### config.mk
export PLATFORM = sky130hd
export DESIGN_NAME = instruction_decode
export DESIGN_NICKNAME = d
export VERILOG_FILES = /design/src/rtl/isa_pkg.sv /design/src/rtl/reg_file.sv /design/src/rtl/instruction_decode.sv
export SDC_FILE = /design/constraint.sdc
export NUM_CORES = 2
export LEC_CHECK = 0
export BUFFER_PORTS_ARGS = -buffer_cell sky130_fd_sc_hd__buf_4
export CAP_MARGIN = 10
export CELL_PAD_IN_SITES_DETAIL_PLACEMENT = 0
export CELL_PAD_IN_SITES_GLOBAL_PLACEMENT = 1
export CORE_MARGIN = 2
export CORE_UTILIZATION = 40
export CTS_CLUSTER_SIZE = 16
export DETAILED_ROUTE_END_ITERATION = 12
export HOLD_SLACK_MARGIN = 0.15
export PLACE_DENSITY_LB_ADDON = 0.1
export SLEW_MARGIN = 20
export SYNTH_ARGS = -nofsm -noshare
export SYNTH_HDL_FRONTEND = slang
export SYNTH_SLANG_ARGS = --single-unit
### constraint.sdc
create_clock -name clk -period 10 [get_ports clk]
set_clock_uncertainty 0.1 [all_clocks]
set_input_delay 2.5 -clock clk [delete_from_list [all_inputs] [get_ports clk]]
set_output_delay 2.5 -clock clk [all_outputs]
set_load 0.1 [all_outputs]
### src/rtl/isa_pkg.sv
// ISA constants shared by the decode stage: opcodes, R-type functs, ALU op
// encoding and the ID/EX control bundle.
package isa_pkg;

    localparam logic [5:0] OP_RTYPE = 6'b000000;
    localparam logic [5:0] OP_J     = 6'b000010;
    localparam logic [5:0] OP_BEQ   = 6'b000100;
    localparam logic [5:0] OP_LW    = 6'b100011;
    localparam logic [5:0] OP_SW    = 6'b101011;

    localparam logic [5:0] FN_ADD   = 6'b100000;
    localparam logic [5:0] FN_SUB   = 6'b100010;
    localparam logic [5:0] FN_AND   = 6'b100100;
    localparam logic [5:0] FN_OR    = 6'b100101;
    localparam logic [5:0] FN_SLT   = 6'b101010;

    typedef enum logic [2:0] {
        ALU_ADD = 3'd0,
        ALU_SUB = 3'd1,
        ALU_AND = 3'd2,
        ALU_OR  = 3'd3,
        ALU_SLT = 3'd4
    } alu_op_e;

    typedef struct packed {
        logic [4:0] dst;
        alu_op_e    alu_op;
        logic       reg_write;
        logic       mem_read;
        logic       mem_write;
        logic       alu_src_imm;
    } ctrl_t;

    function automatic logic [31:0] sext16(input logic [15:0] v);
        return {{16{v[15]}}, v};
    endfunction

endpackage

### src/rtl/reg_file.sv
// 32x32 register file: two combinational read ports with write-through
// bypass, one write port, register k reset to value k, $0 hardwired to zero.
module reg_file (
    input  logic        clk,
    input  logic        rst,
    input  logic [4:0]  i_rs_addr,
    input  logic [4:0]  i_rt_addr,
    output logic [31:0] o_rs_data,
    output logic [31:0] o_rt_data,
    input  logic        i_wb_en,
    input  logic [4:0]  i_wb_addr,
    input  logic [31:0] i_wb_data
);

    logic [31:0] r_regs [32];
    logic        w_rs_hit;
    logic        w_rt_hit;

    // Reset loads the index pattern; reset wins over a concurrent write-back.
    always_ff @(posedge clk) begin
        if (rst) begin
            for (int k = 0; k < 32; k++) r_regs[k] <= 32'(k);
        end else if (i_wb_en && i_wb_addr != 5'd0) begin
            r_regs[i_wb_addr] <= i_wb_data;
        end
    end

    // A write landing this edge is visible to this cycle's reads.
    assign w_rs_hit  = i_wb_en && (i_wb_addr == i_rs_addr);
    assign w_rt_hit  = i_wb_en && (i_wb_addr == i_rt_addr);
    assign o_rs_data = (i_rs_addr == 5'd0) ? 32'd0 :
                       (w_rs_hit ? i_wb_data : r_regs[i_rs_addr]);
    assign o_rt_data = (i_rt_addr == 5'd0) ? 32'd0 :
                       (w_rt_hit ? i_wb_data : r_regs[i_rt_addr]);

endmodule

### src/rtl/instruction_decode.sv
// Decode stage: control decode, beq/j resolution and the ID/EX register.
module instruction_decode
    import isa_pkg::*;
(
    input  logic        clk,
    input  logic        rst,
    input  logic [31:0] IR,
    input  logic [31:0] PC,
    input  logic        wb_en,
    input  logic [4:0]  wb_addr,
    input  logic [31:0] wb_data,
    output logic        jump,
    output logic [31:0] jump_addr,
    output logic        branch,
    output logic [31:0] branch_addr,
    output logic [31:0] ex_rs_data,
    output logic [31:0] ex_rt_data,
    output logic [31:0] ex_imm,
    output logic [4:0]  ex_dst,
    output logic [2:0]  ex_alu_op,
    output logic        ex_reg_write,
    output logic        ex_mem_read,
    output logic        ex_mem_write,
    output logic        ex_alu_src_imm
);

    logic [5:0]  w_op;
    logic [5:0]  w_funct;
    logic [4:0]  w_rs;
    logic [4:0]  w_rt;
    logic [4:0]  w_rd;
    logic [31:0] w_imm;
    logic [31:0] w_rs_data;
    logic [31:0] w_rt_data;
    ctrl_t       w_ctrl;

    logic [31:0] r_rs_data;
    logic [31:0] r_rt_data;
    logic [31:0] r_imm;
    ctrl_t       r_ctrl;

    assign w_op    = IR[31:26];
    assign w_rs    = IR[25:21];
    assign w_rt    = IR[20:16];
    assign w_rd    = IR[15:11];
    assign w_funct = IR[5:0];
    assign w_imm   = sext16(IR[15:0]);

    reg_file u_rf (
        .clk       (clk),
        .rst       (rst),
        .i_rs_addr (w_rs),
        .i_rt_addr (w_rt),
        .o_rs_data (w_rs_data),
        .o_rt_data (w_rt_data),
        .i_wb_en   (wb_en),
        .i_wb_addr (wb_addr),
        .i_wb_data (wb_data)
    );

    // Control decode; anything unrecognised (including beq/j) stays a NOP.
    always_comb begin
        w_ctrl = '0;
        unique case (w_op)
            OP_RTYPE: begin
                w_ctrl.dst       = w_rd;
                w_ctrl.reg_write = 1'b1;
                unique case (w_funct)
                    FN_ADD:  w_ctrl.alu_op = ALU_ADD;
                    FN_SUB:  w_ctrl.alu_op = ALU_SUB;
                    FN_AND:  w_ctrl.alu_op = ALU_AND;
                    FN_OR:   w_ctrl.alu_op = ALU_OR;
                    FN_SLT:  w_ctrl.alu_op = ALU_SLT;
                    default: w_ctrl = '0;
                endcase
            end
            OP_LW: begin
                w_ctrl.dst         = w_rt;
                w_ctrl.alu_op      = ALU_ADD;
                w_ctrl.alu_src_imm = 1'b1;
                w_ctrl.mem_read    = 1'b1;
                w_ctrl.reg_write   = 1'b1;
            end
            OP_SW: begin
                w_ctrl.alu_op      = ALU_ADD;
                w_ctrl.alu_src_imm = 1'b1;
                w_ctrl.mem_write   = 1'b1;
            end
            default: w_ctrl = '0;
        endcase
    end

    // Control transfers resolve here; both are held low during reset.
    assign jump        = !rst && (w_op == OP_J);
    assign branch      = !rst && (w_op == OP_BEQ) && (w_rs_data == w_rt_data);
    assign jump_addr   = {PC[31:28], IR[25:0], 2'b00};
    assign branch_addr = PC + {w_imm[29:0], 2'b00};

    // ID/EX pipeline register, loaded every cycle.
    always_ff @(posedge clk) begin
        if (rst) begin
            r_rs_data <= '0;
            r_rt_data <= '0;
            r_imm     <= '0;
            r_ctrl    <= '0;
        end else begin
            r_rs_data <= w_rs_data;
            r_rt_data <= w_rt_data;
            r_imm     <= w_imm;
            r_ctrl    <= w_ctrl;
        end
    end

    assign ex_rs_data     = r_rs_data;
    assign ex_rt_data     = r_rt_data;
    assign ex_imm         = r_imm;
    assign ex_dst         = r_ctrl.dst;
    assign ex_alu_op      = r_ctrl.alu_op;
    assign ex_reg_write   = r_ctrl.reg_write;
    assign ex_mem_read    = r_ctrl.mem_read;
    assign ex_mem_write   = r_ctrl.mem_write;
    assign ex_alu_src_imm = r_ctrl.alu_src_imm;

endmodule

* After elaboration in Yosys (flattened, before gate mapping)
Memories as Yosys holds them, arrays and structs flattened.
Cells that the tools add are included.
** Storage, ports and cells
- Register bits after elaboration :: 92
- Word-level logic and storage cells :: 58
- Memories kept :: 1
- Bits in writable memories :: 1024
** Memories
- u_rf.r_regs :: words 32, bits a word 32, read ports 2, clocked after memory_dff 0, write ports 32, RTL line reg_file.sv:15 : logic [31:0] r_regs [32];
** Operators by class
- Equal/unequal tests :: 12
- Bitwise logic cells :: 1
- Add/subtract/negate cells :: 1
- Mux-type cells :: 19
- Reductions and logical operators :: 15
** Operators with widths (number)
- $mux 32 :: 5
- $eq 6x6->1 const B :: 7
- $add 32x32->32 :: 1
- $eq 32x32->1 :: 1
- $reduce_or 32->1 :: 1
- $pmux 3 s4 :: 1
- $eq 5x5->1 :: 2
- $logic_not 5->1 :: 2
- $mux 5 :: 2
- $pmux 5 s2 :: 1
- $eq 6x2->1 const B :: 1
- $eq 6x3->1 const B :: 1
- $logic_and 1x1->1 :: 6
- $logic_not 6->1 :: 1
- $mux 1 :: 6
- $reduce_bool 5->1 :: 1
- $reduce_or 5->1 :: 1
- $mux 4 :: 1
- $pmux 1 s2 :: 2
- $pmux 2 s2 :: 1
- $reduce_or 2->1 :: 2
- $logic_not 1->1 :: 1
- $not 1->1 :: 1

* Depth between registers and ports, before layout
- Depth in word-level cells :: 7
- Gate-level depth with buffers :: 14

* Modules after synthesis
A second synthesis with hierarchy kept.
** Unflattened totals
- Cells, all modules :: 4311
- Area, all modules :: 59866.2 um2
** Modules (own cells, without submodules)
- reg_file :: cells each 3757, times used 1, area each 54788.8 um2
- instruction_decode :: cells each 554, times used 1, area each 5077.4 um2

* Worst setup path before layout
OpenSTA, ideal clock, no wires.
- Kind :: input -> output
- From :: input port IR[6]
- To :: output port branch_addr[31]
- Buffers on the path :: 0
- Slack :: 0.757 ns
- Cell stages on the path :: 10
- Data arrival time :: 6.643 ns
- Cell sequence :: ha_1 -> a21o_1 -> a21o_1 -> a221oi_1 -> o21ai_0 -> a211oi_1 -> o31ai_1 -> a21oi_1 -> nor3_1 -> nor3b_1
** Between the ends
- Cells in the longest elaborated chain, start to end :: 1
** Ends and longest elaborated chain
- from (decl) :: RTL line instruction_decode.sv:7 : input logic [31:0] IR,
- $add 32x32->32 :: RTL line instruction_decode.sv:97 : assign branch_addr = PC + {w_imm[29:0], 2'b00};
- to (decl) :: RTL line instruction_decode.sv:15 : output logic [31:0] branch_addr,
No other way between the ends.

* Worst setup path in the final report
- From :: input port IR[16]
- To :: output port branch
** Between the ends
- Cells in the longest elaborated chain, start to end :: 6
** Ends and longest elaborated chain
- parallel branches: the longest is 3 deep, another holds $mem_v2 32x32
- $mux 32 (*) :: RTL line reg_file.sv:33 : assign o_rt_data = (i_rt_addr == 5'd0) ? 32'd0 :
- $eq 32x32->1 (*) :: RTL line instruction_decode.sv:95 : assign branch = !rst && (w_op == OP_BEQ) && (w_rs_data == w_rt_data);
- $logic_and 1x1->1 (*) :: RTL line instruction_decode.sv:95
- to (decl) :: RTL line instruction_decode.sv:14 : output logic branch,
Mark *: on every way between the ends.

==> impl_metrics.toml <==
[outcome]
status = "finished, final reports clean"

[finish]
mostFrequentLayoutCell = "sky130_fd_sc_hd__edfxtp_1"
final_nets = 4371
design_area_um2 = 68700
layout-area-overhead-vs-synth_pct = 14.9
layout-drive-gt1-share_pct = 29.9
final_cells = 6293
fin_util_pct = 46.4
layout_common_cells = "sky130_fd_sc_hd__edfxtp_1, sky130_fd_sc_hd__and2_1, sky130_fd_sc_hd__mux4_2, sky130_fd_sc_hd__buf_4, sky130_fd_sc_hd__clkbuf_16"

[worst_setup_path]
crit_family = "buffers and inverters"
path_class = "in -> out"
critical_path.cell_chain = "buf_8 -> buf_12 -> mux4_2 -> mux2i_1 -> o22a_1 -> o211ai_1 -> o211ai_1 -> xor2_1 -> nor4_1 -> nand3_1 -> nor4_2 -> buf_4 -> buf_4"
critPathArrivalTime_ns = 7.25
data_required_time_of_the_worst_path_ns = 7.40
max_stage_delay_ns = 0.66
cp-end-kind = "output port"
critPathMaxFanout = 48
sort_of_element_at_the_start_of_the_critical_path = "input port"
critical_path.n_buffers_inverters = 4
critical_path.slowest_cell = "sky130_fd_sc_hd__nor4_2"

[floorplan]
initial_utilization_pct = 40.4
chipHeight_um = 391
coreArea_um2 = 148000
die_area_um2 = 153000
chipWidth_um = 391
fp-row-count = 141
number_of_top_level_pins = 278

[synthesis]
synth-edff-count = 1024
synth-seq-cells = 1116
synth_cell_types = 73
syn-mean-instance-area_um2 = 14.8
synth_async_sr_flop_share_pct = 0
synth_top_area_share_pct = 51.4
post_synth_main_area_contributors = "sky130_fd_sc_hd__edfxtp_1, sky130_fd_sc_hd__mux4_2, sky130_fd_sc_hd__and2_1"
synth.cell_area_um2 = 59800
dominantRegCellSynth = "sky130_fd_sc_hd__edfxtp_1"
synth_warnings = 0
syn_inst = 4050
yosysTopAreaCell = "sky130_fd_sc_hd__edfxtp_1"
seq_area_frac_synth_pct = 54.5

[timing]
layout_min_cycle_time_ns = 9.85
max_slew.worst_pin.slew_ns = 1.08
fin_worst_hold_slack_ns = 0.943
setup_viol = 0
timing.final.crit_share_pct = 98.5
setup_tns_ns = 0
hold_viol = 0
fmax_mhz = 102
timing.max_slew.rel_slack_pct = 27.5
setup_ws_ns = 0.151
timing.final.max_slew_violations = 0
grt_setup_unrepaired = "no"

[detailed_routing]
via_count = 39800
drt_first_pass_iters = 6
drt-initial-drc-count = 5293
antenna_violating_nets_post_route = 0
vias_per_cell = 6.33
drt_drc_violations_left = 0
overall_routed_net_length_um = 239000
wl_per_cell_um = 38.0

[hold_path]
hp-class = "reg -> reg"

[cts]
cts.hold.buffers_added = 0
cts_root_buf = "sky130_fd_sc_hd__clkbuf_16"
path_clk_slew_ns = 0.06
clkSinkCount = 1116
clock_insertion_delay_worst_skew_ns = 0.79
ctsHtreeMaxLevel = 4
cts_tree = "built"
cts_max_path_buffers = 3
cts_made_buffers = 133

[power_and_ir_drop]
power_density_nw_per_um2 = 186
report.power.total_mw = 12.8
irDropWorstVdd_uv = 165
leakagePower_nw = 24.2

[placement]
pre_cts_slack_ns = -0.157
globalplace.congestion = 0.879
hpwlAfterDp_um = 143000
place.port_buffers = 271
dpl-instance-area_um2 = 64200
placed_cells = 6030

[global_routing]
groute.usage.overall_pct = 31.4
grt_antenna_before_repair = 28
grt_first_pass_wirelength_um = 330000
first_global_vias = 39100
grt_max_degree = 52
gr-total-overflow = 0

[flow_run]
cap_viol_max_count = 0
metal layers:
layer  wire length [µm]  global-route usage, %  vias to the layer above
met5                 51                      0                        -
met4              10100                   12.8                       10
met3              22900                   5.92                      494
met2             112000                   49.4                     2508
met1              94700                   43.1                    20900
li1                   -                      -                    15900
repair_timing:
action,CTS,global route
endpoints found under the hold margin,0,0
pin swaps,0,1
endpoints found under the setup margin,1,1
resized for setup,1,5
setup buffers,0,2
where the power goes:
part | total [mW] | leakage [nW] | internal [mW] | switching [mW]
combinational | 2.24 | 11.4 | 0.733 | 1.51
sequential | 5.49 | 10.6 | 5.36 | 0.129
clock | 5.03 | 2.18 | 2.98 | 2.05
total | 12.8 | 24.2 | 9.07 | 3.69
final timing paths:
check / start / end / slack, ns / cells after the start
min: u_rf.r_regs[19][13]$_SDFFCE_PN0P_ / ex_rt_data[13]$_SDFF_PP0_ / 0.94 / 5
min reg2reg: u_rf.r_regs[19][13]$_SDFFCE_PN0P_ / ex_rt_data[13]$_SDFF_PP0_ / 0.94 / 5
max reg2reg: u_rf.r_regs[21][30]$_SDFFCE_PN0P_ / ex_rt_data[30]$_SDFF_PP0_ / 7.16 / 6
max: IR[16] / branch / 0.15 / 13
kinds of logic after synthesis:
family / synth area share, %
other: 0.00627
AOI/OAI and AO/OA: 3.85
adders and majority gates: 0.640
and+or+nand+nor: 13.9
buffers and inverters: 3.97
xor gates and xnor gates: 0.981
muxes: 22.1
DFF: 54.5
final cells by class:
type | instances | area [µm²]
Fill cell | 12900 | 79500
Clock buffer | 177 | 3750
Clock inverter | 66 | 699
Tap cell | 1930 | 2410
Inverter | 14 | 52.6
Multi-Input combinational cell | 2495 | 25300
Antenna cell | 18 | 45.0
Timing Repair Buffer | 477 | 3860
Sequential cell | 1116 | 32600
synthesized netlist by cell type (all sizes together), types with 14 or more instances:
master,instances
or2,39
o21ai,32
dfxtp,92
nand2,74
o22ai,32
ha,29
xor2,31
nor2,122
nand3,16
nor4,16
nor2b,53
and2,924
buf,177
xnor2,36
a21oi,45
edfxtp,1024
clkbuf,281
mux2i,71
nand2b,23
a21o,14
o211ai,23
or3,79
a22oi,93
mux4,548
nor3,29
flip-flops by register name, summed over array words and instances, names as in the netlist:
name	count
ex_reg_write	1
ex_mem_write	1
ex_alu_src_imm	1
ex_rs_data	32
ex_alu_op	3
ex_rt_data	32
ex_imm	16
ex_mem_read	1
ex_dst	5
u_rf.r_regs	1024
worst reg2reg max path: cells and delay by family (launching register included):
kind	cells	cell delay (ns)
muxes	2	1.04
AOI/OAI and AO/OA	3	0.92
DFF	1	0.39
and+or+nand+nor	1	0.19
Power figures use the tool's default switching activity.
